$ cat config.mk
export PLATFORM = sky130hd
export DESIGN_NAME = spi_slave_port
export DESIGN_NICKNAME = d
export VERILOG_FILES = /design/src/rtl/spi_slave_port.sv
export SDC_FILE = /design/constraint.sdc
export NUM_CORES = 1
export LEC_CHECK = 0
export CAP_MARGIN = 40
export CORE_ASPECT_RATIO = 1.4
export CORE_MARGIN = 10
export CORE_UTILIZATION = 47
export CTS_BUF_LIST = sky130_fd_sc_hd__clkbuf_16
export DETAILED_ROUTE_END_ITERATION = 10
export PLACE_DENSITY = 0.78
export SLEW_MARGIN = 30
export SYNTH_ARGS = -nofsm -noshare
export SYNTH_HDL_FRONTEND = slang
export SYNTH_SLANG_ARGS = --single-unit
$ cat constraint.sdc
create_clock -name clk -period 1.5 [get_ports clk]
set_input_delay 0.3 -clock clk [delete_from_list [all_inputs] [get_ports clk]]
set_output_delay 0.3 -clock clk [all_outputs]
set_load 0.01 [all_outputs]
$ cat src/rtl/spi_slave_port.sv
// SPI slave byte port: synchronizes the bus pins, runs all four SPI modes in the clk
// domain, and presents a one-byte transmit holding register and a one-byte receive register.
module spi_slave_port (
  input  logic       clk,
  input  logic       reset,
  input  logic       sck_i,
  input  logic       mosi_i,
  input  logic       ncs_i,
  output logic       miso_o,
  output logic       miso_oe,
  input  logic       cpol,
  input  logic       cpha,
  input  logic [7:0] tx_data,
  input  logic       tx_valid,
  output logic       tx_ready,
  output logic [7:0] rx_data,
  output logic       rx_valid,
  input  logic       rx_read,
  output logic       busy,
  output logic [2:0] status,
  input  logic       clear_status
);

  typedef enum logic {S_IDLE, S_ACTIVE} state_t;

  state_t     r_state, w_state_nxt;
  logic       r_sck_s1, r_sck_s2, r_sck_d;
  logic       r_mosi_s1, r_mosi_s2, r_mosi_d;
  logic       r_ncs_s1, r_ncs_s2, r_ncs_d;
  logic       r_cpol, r_cpha;
  logic [2:0] r_bit_cnt;
  logic [7:0] r_tx_sr, r_rx_sr;
  logic [7:0] r_thr;
  logic       r_thr_full;
  logic       r_load_pend;
  logic [7:0] r_rx_data;
  logic       r_rx_valid;
  logic [2:0] r_status;

  logic w_sck_rise, w_sck_fall, w_ncs_rise, w_ncs_fall;
  logic w_lead, w_trail, w_active;
  logic w_sample, w_shift, w_start, w_stop, w_byte_done;
  logic w_load, w_thr_wr, w_consume;
  logic w_underrun_set, w_overrun_set, w_abort_set;

  // The ncs chain resets low so that ncs already low at reset release is not a falling edge;
  // a rising edge seen while idle is harmless.
  always_ff @(posedge clk) begin
    if (reset) begin
      r_sck_s1  <= 1'b0;
      r_sck_s2  <= 1'b0;
      r_sck_d   <= 1'b0;
      r_mosi_s1 <= 1'b0;
      r_mosi_s2 <= 1'b0;
      r_mosi_d  <= 1'b0;
      r_ncs_s1  <= 1'b0;
      r_ncs_s2  <= 1'b0;
      r_ncs_d   <= 1'b0;
    end else begin
      // NOTE: non-blocking assignments let every flop see the pre-edge value of its neighbour,
      // which is what makes this a real shift chain rather than one wire.
      r_sck_s1  <= sck_i;
      r_sck_s2  <= r_sck_s1;
      r_sck_d   <= r_sck_s2;
      r_mosi_s1 <= mosi_i;
      r_mosi_s2 <= r_mosi_s1;
      r_mosi_d  <= r_mosi_s2;
      r_ncs_s1  <= ncs_i;
      r_ncs_s2  <= r_ncs_s1;
      r_ncs_d   <= r_ncs_s2;
    end
  end

  assign w_sck_rise  = r_sck_s2 & ~r_sck_d;
  assign w_sck_fall  = ~r_sck_s2 & r_sck_d;
  assign w_ncs_rise  = r_ncs_s2 & ~r_ncs_d;
  assign w_ncs_fall  = ~r_ncs_s2 & r_ncs_d;
  assign w_lead      = r_cpol ? w_sck_fall : w_sck_rise;
  assign w_trail     = r_cpol ? w_sck_rise : w_sck_fall;
  assign w_active    = (r_state == S_ACTIVE);
  assign w_sample    = w_active & (r_cpha ? w_trail : w_lead);
  assign w_shift     = w_active & (r_cpha ? w_lead : w_trail);
  assign w_start     = (r_state == S_IDLE) & w_ncs_fall;
  assign w_stop      = w_active & w_ncs_rise;
  assign w_byte_done = w_sample & (r_bit_cnt == 3'd7);
  assign w_load      = w_start | (r_load_pend & w_active);
  assign w_thr_wr    = tx_valid & ~r_thr_full;
  assign w_consume   = w_load & r_thr_full;

  assign w_underrun_set = w_load & ~r_thr_full;
  assign w_overrun_set  = w_byte_done & r_rx_valid & ~rx_read;
  assign w_abort_set    = w_stop & (r_bit_cnt != 3'd0);

  always_comb begin
    // NOTE: the default assignment first means every path writes w_state_nxt, so no latch.
    w_state_nxt = r_state;
    case (r_state)
      S_IDLE:   if (w_ncs_fall) w_state_nxt = S_ACTIVE;
      S_ACTIVE: if (w_ncs_rise) w_state_nxt = S_IDLE;
      default:  w_state_nxt = S_IDLE;
    endcase
  end

  always_ff @(posedge clk) begin
    if (reset) begin
      r_state     <= S_IDLE;
      r_cpol      <= 1'b0;
      r_cpha      <= 1'b0;
      r_bit_cnt   <= 3'd0;
      r_load_pend <= 1'b0;
    end else begin
      r_state     <= w_state_nxt;
      r_load_pend <= w_byte_done;
      if (w_start) begin
        r_cpol <= cpol;
        r_cpha <= cpha;
      end
      if (w_ncs_fall || w_stop) r_bit_cnt <= 3'd0;
      else if (w_sample)        r_bit_cnt <= r_bit_cnt + 3'd1;
    end
  end

  // A shift edge seen with the counter at 0 is the one that would lose bit7 of a freshly
  // loaded byte (cpha=0: trailing edge after the 8th sample; cpha=1: first leading edge).
  always_ff @(posedge clk) begin
    if (reset) begin
      r_tx_sr <= 8'hFF;
    end else if (w_load) begin
      r_tx_sr <= r_thr_full ? r_thr : 8'hFF;
    end else if (w_shift && (r_bit_cnt != 3'd0)) begin
      r_tx_sr <= {r_tx_sr[6:0], 1'b1};
    end
  end

  always_ff @(posedge clk) begin
    if (reset) begin
      r_thr      <= 8'h00;
      r_thr_full <= 1'b0;
    end else if (w_thr_wr) begin
      r_thr      <= tx_data;
      r_thr_full <= 1'b1;
    end else if (w_consume) begin
      r_thr_full <= 1'b0;
    end
  end

  always_ff @(posedge clk) begin
    if (reset) begin
      r_rx_sr    <= 8'hFF;
      r_rx_data  <= 8'h00;
      r_rx_valid <= 1'b0;
    end else begin
      if (w_sample) r_rx_sr <= {r_rx_sr[6:0], r_mosi_d};
      if (w_byte_done) begin
        r_rx_data  <= {r_rx_sr[6:0], r_mosi_d};
        r_rx_valid <= 1'b1;
      end else if (rx_read) begin
        r_rx_valid <= 1'b0;
      end
    end
  end

  // Set events are OR-ed in after the clear so a simultaneous set survives.
  always_ff @(posedge clk) begin
    if (reset) r_status <= 3'b000;
    else       r_status <= (clear_status ? 3'b000 : r_status)
                         | {w_abort_set, w_overrun_set, w_underrun_set};
  end

  assign busy     = w_active;
  assign miso_oe  = w_active;
  assign miso_o   = w_active ? r_tx_sr[7] : 1'b1;
  assign tx_ready = ~r_thr_full;
  assign rx_data  = r_rx_data;
  assign rx_valid = r_rx_valid;
  assign status   = r_status;

endmodule

# After elaboration in Yosys (flattened, before gate mapping)
# Index checks and enable logic that the tools add are counted.
[op_classes]
n_bitwise = 25
eq_ne = 1
n_addsub = 1
muxes = 16
reduce_logical = 7
[ops]
columns = ["cell", "n"]
rows = [
  ["two-way mux 8 bit", 3],
  ["AND 1 bit", 16],
  ["two-way mux 1 bit", 11],
  ["NOT 1 bit", 7],
  ["nonzero test 2 bit", 3],
  ["adder 3 x 1 -> 3 bit, second input constant", 1],
  ["equality test 3 bit, second input constant", 1],
  ["two-way mux 3 bit", 1],
  ["bitwise OR 3 bit", 1],
  ["nonzero test 3 bit", 1],
  ["case mux 1 bit (2 select lines)", 1],
  ["OR reduction 2 bit", 1],
  ["logical AND 1 bit", 1],
  ["logical OR 1 bit", 1],
  ["bitwise OR 1 bit", 1],
]
[word_totals]
out_inout_bits = 16
inputBits = 18
word_cells = 71
reg_bits = 52

# Logic depth before layout (Yosys ltp)
[depth]
word_depth = 9
ltp_mapped = 7
mapped_depth_nobuf = 6

# Least setup slack after synthesis
# No wires, ideal clock.
[synth_path]
path_kind = "reg-to-reg"
start = "register r_bit_cnt[0]"
end = "register r_rx_data[0] (netlist: rx_data[0])"
setup_ns = 0.128
path_slack_ns = 0.031
t_required_ns = 1.372
path_stages_with_launch = 8
t_arrival_ns = 1.341
cell_sequence = "dfxtp_1 -> ha_1 -> ha_1 -> nand4b_1 -> mux2i_1 -> buf_6 -> mux2i_1 -> nor2_1"
[synth_between]
elab_chain_cells = 2
[synth_rtl]
columns = ["element", "line_no", "source"]
rows = [
  ["from (decl)", "31", "logic [2:0] r_bit_cnt;"],
  ["from (signal assigned)", "119", "else if (w_sample) r_bit_cnt <= r_bit_cnt + 3'd1;"],
  ["equality test 3 bit", "85", "assign w_byte_done = w_sample & (r_bit_cnt == 3'd7);"],
  ["AND 1 bit", "85", ""],
  ["to (signal assigned)", "155", "r_rx_data <= {r_rx_sr[6:0], r_mosi_d};"],
  ["to (decl)", "36", "logic [7:0] r_rx_data;"],
]
# Every way passes these cells.
# A chain may end at the register's enable or synchronous reset.

# Final worst setup path
# Ends and elaborated chain as after synthesis.

==> impl_metrics.py <==
metrics = {
    "timing": {
        "final.min_clock_period_ns": 1.568,
        "totalNegativeSetupSlack_ns": -0.2313,
        "unrepaired_setup_endpoints_after_global_routing": "true",
        "number_of_hold_slack_violations_in_the_final_timing_report": 0,
        "setup_violations": 7,
        "worstMarginPinSlew_ns": 0.3960,
        "finClkSkew_ns": 0.006500,
        "layout_setup_ws_ns": -0.06795,
        "slew-limit-headroom": 0.7354,
        "final.period_utilization": 1.045,
        "max_freq_ghz": 0.6378,
        "slew_violations": 0,
    },
    "floorplan": {
        "core_region_area_sq_um": 4239,
        "initial_utilization": 0.4894,
        "die_w_microns": 76.15,
        "die_outline_area_sq_um": 7509,
        "num_rows": 28,
        "fp.dieH_microns": 98.61,
        "number_of_top_level_pins": 34,
    },
    "power": {
        "power_per_cell_area_nw_per_um2": 1022,
        "irDropWorstVdd_mv": 0.6804,
        "leakage_nw": 1.358,
        "total_power_mw": 2.951,
    },
    "cells_and_area": {
        "areaGrowthSynthToFinish_pct": 39.14,
        "finish.net_count": 284,
        "finish.utilization": 0.6809,
        "insertedDiodeCount": 0,
        "post_route_cells_drive_above_1_share": 0.1667,
        "post-route-cell-area_sq_um": 2887,
    },
    "global_route": {
        "grt_pass1_vias": 1620,
        "largest_net_degree_at_the_start_of_global_routing": 23,
        "grt_overflow": 0,
        "antenna_violations_before_repair": 0,
        "overall_track_demand_over_capacity_in_global_routing": 0.1226,
        "grt_pass1_wl_microns": 7555,
    },
    "critical_path": {
        "timing.critical_path.cells": "ha_4, ha_4, nand4b_1, mux2i_4, buf_6, mux2i_2, nor2_1",
        "worstSetupEndpointType": "flip-flop",
        "cell_with_the_biggest_individual_delay_on_the_critical_path": "dfxtp_2",
        "regToRegStartpoint": "r_bit_cnt[0]$_SDFFE_PP0P_",
        "start_kind": "flip-flop",
        "worst_r2r_path_depth": 7,
        "reg2reg_slack_ns": -0.07,
        "critical_path.max_stage_delay_ns": 0.36,
        "crit_path_max_fanout": 6,
        "cp.required_ns": 1.69,
        "worst_setup_path_startpoint": "r_bit_cnt[0]$_SDFFE_PP0P_",
        "criticalPathCategory": "flip-flop to flip-flop",
        "cp_common_cell": "ha_4",
        "critPathArrivalTime_ns": 1.76,
    },
    "placement": {
        "place.gp.congestion": 0.8112,
        "place_area_sq_um": 2527,
        "pre_cts_slack_ns": -0.04180,
        "port_buffers": 33,
        "detailedPlacementHpwl_microns": 3170,
    },
    "detailed_routing": {
        "postRouteAntennaNets": 0,
        "drt_iter0_markers": 132,
        "wl_per_cell_microns": 14.36,
        "routed_wirelength_microns": 4652,
        "routed_via_density": 4.948,
        "drc": 0,
        "vias": 1603,
        "drt_pass1_iterations": 4,
    },
    "clocking": {
        "cts_buffer_depth": 2,
        "cts.htree.levels": 2,
        "postCtsHoldBufs": 0,
        "clock_root_buffer": "clkbuf_16",
        "skew_pair_late_insertion_delay_ns": 0.29,
        "clkTransAtPathRegs_ns": 0.07,
        "clk_sink_count": 52,
        "tritoncts": "done",
        "cts_made_buffers": 5,
    },
    "run_status": {
        "run_status": "complete, but fails checks",
        "violations": "setup timing",
    },
    "hold_path": {
        "min_path_type": "primary input to flip-flop",
        "min_path_cells": 2,
        "hold_path.startpoint": "reset",
    },
    "job": {
        "maxCapViolCount": 0,
    },
    "logic_synthesis": {
        "yosysUniqueCellTypes": 29,
        "synth.yosys.seq_area_share": 0.5018,
        "ys_ff_latch": 52,
        "synthesis.nets": 239,
        "synthesis.area_per_instance_sq_um": 9.516,
        "yosys_warnings": 0,
        "synthesized_instance_count": 218,
        "synthesis.area_sq_um": 2074,
    },
}
-- cell usage after synthesis --
library cell | n | area [sq um]
mux2i_1 | 29 | 290.3
dfxtp_1 | 52 | 1041
nand2b_1 | 12 | 75.07
mux2i_2 | 1 | 13.76
a2bb2oi_1 | 1 | 8.760
clkbuf_1 | 7 | 26.28
nand2_2 | 1 | 6.260
buf_2 | 1 | 5.000
a211oi_2 | 1 | 12.51
and3b_1 | 1 | 8.760
inv_1 | 7 | 26.28
nor3b_2 | 1 | 12.51
buf_1 | 1 | 3.750
ha_1 | 3 | 37.54
o21ai_1 | 6 | 30.03
a21oi_1 | 14 | 70.07
buf_4 | 2 | 15.01
a32oi_1 | 1 | 8.760
nand4b_1 | 2 | 17.52
a31oi_1 | 8 | 50.05
nor2b_1 | 12 | 75.07
o21ai_2 | 1 | 8.760
and2_4 | 1 | 8.760
nor3_1 | 1 | 5.000
nor4_1 | 1 | 6.260
xnor2_2 | 1 | 16.27
buf_6 | 1 | 11.26
nor2_1 | 24 | 90.09
nand2_1 | 25 | 93.84
-- logic make-up after synthesis --
logic type,share of synthesized area
and+or+nand+nor,0.1924
DFF,0.5018
AOI/OAI and AO/OA,0.09108
muxes,0.1466
buffers and inverters,0.04222
adders and majority gates,0.01810
xor gates and xnor gates,0.007843
-- area by class of cell --
class / instances / area [sq um]
fill: 317 / 1353
clock inverter: 3 / 46.29
inverter: 7 / 26.28
tap: 60 / 75.07
timing repair buffer: 50 / 509.2
multi-input combinational: 147 / 1057
clock buffer: 5 / 125.1
sequential: 52 / 1047
-- metal layers --
metal  vias to the layer above  share of wire  track usage
li1                        813              -            -
met2                        38           0.54       0.2362
met4                         0          0.021      0.07174
met3                         8          0.031      0.03182
met1                       744           0.40       0.1122
met5                         -              0            0
-- timing repair --
item / CTS / global route
pin swaps: 1 / 3
setup endpoints to repair: 12 / 33
resized for setup: 15 / 28
setup buffers: 3 / 0
cloned: 1 / 0
-- flip-flops by register name, indices dropped and copies added (netlist names) --
name / cells
busy: 1
r_bit_cnt: 3
r_cpha: 1
r_cpol: 1
r_load_pend: 1
r_mosi_d: 1
r_mosi_s1: 1
r_mosi_s2: 1
r_ncs_d: 1
r_ncs_s1: 1
r_ncs_s2: 1
r_rx_sr: 7
r_sck_d: 1
r_sck_s1: 1
r_sck_s2: 1
r_thr: 8
r_thr_full: 1
r_tx_sr: 8
rx_data: 8
rx_valid: 1
status: 3
-- worst paths after layout --
path / endpoint
worst max-delay path: rx_data[0]$_SDFFE_PP0P_
worst min-delay path: status[0]$_SDFF_PP0_
worst max register to register: rx_data[0]$_SDFFE_PP0P_
worst min register to register: r_mosi_s2$_SDFF_PP0_
-- cell usage in the layout, fill, tap and decap left out, types with 3 or more instances in the layout --
cell type        count
a21oi_1             13
a31oi_1              7
buf_4               10
buf_6                6
clkbuf_16            5
clkdlybuf4s50_1     18
dfxtp_1             49
dlygate4sd2_1        3
dlymetal6s2s_1      10
ha_4                 3
inv_1                7
mux2i_1             27
nand2_1             25
nand2b_1            12
nor2_1              24
nor2b_1             11
o21ai_1              6
-- power by group --
group / total, mW / switching (mW) / internal [mW]
Sequential: 1.43 / 0.0176 / 1.41
Clock: 1.31 / 0.521 / 0.793
Combinational: 0.210 / 0.0981 / 0.111
Total: 2.95 / 0.637 / 2.31
-- worst max-delay path: cells and delay by family, from the launching register on --
family / cells / cell delay, ns
AND/OR/NAND/NOR: 2 / 0.21
buffers and inverters: 1 / 0.18
flip-flops: 1 / 0.36
multiplexers: 2 / 0.45
adder cells (fa/ha/maj): 2 / 0.26
-- stage by stage --
stage | hold slack (ns) | std cells
4_1_cts | 0.3775 | 324
6_report | 0.3834 | 324
2_1_floorplan | 0.4138 | 218
5_1_grt | 0.4074 | 324
3_3_place_gp | 0.4198 | 312
3_5_place_dp | 0.4228 | 312
No activity file was read; power rests on OpenSTA's default activity.
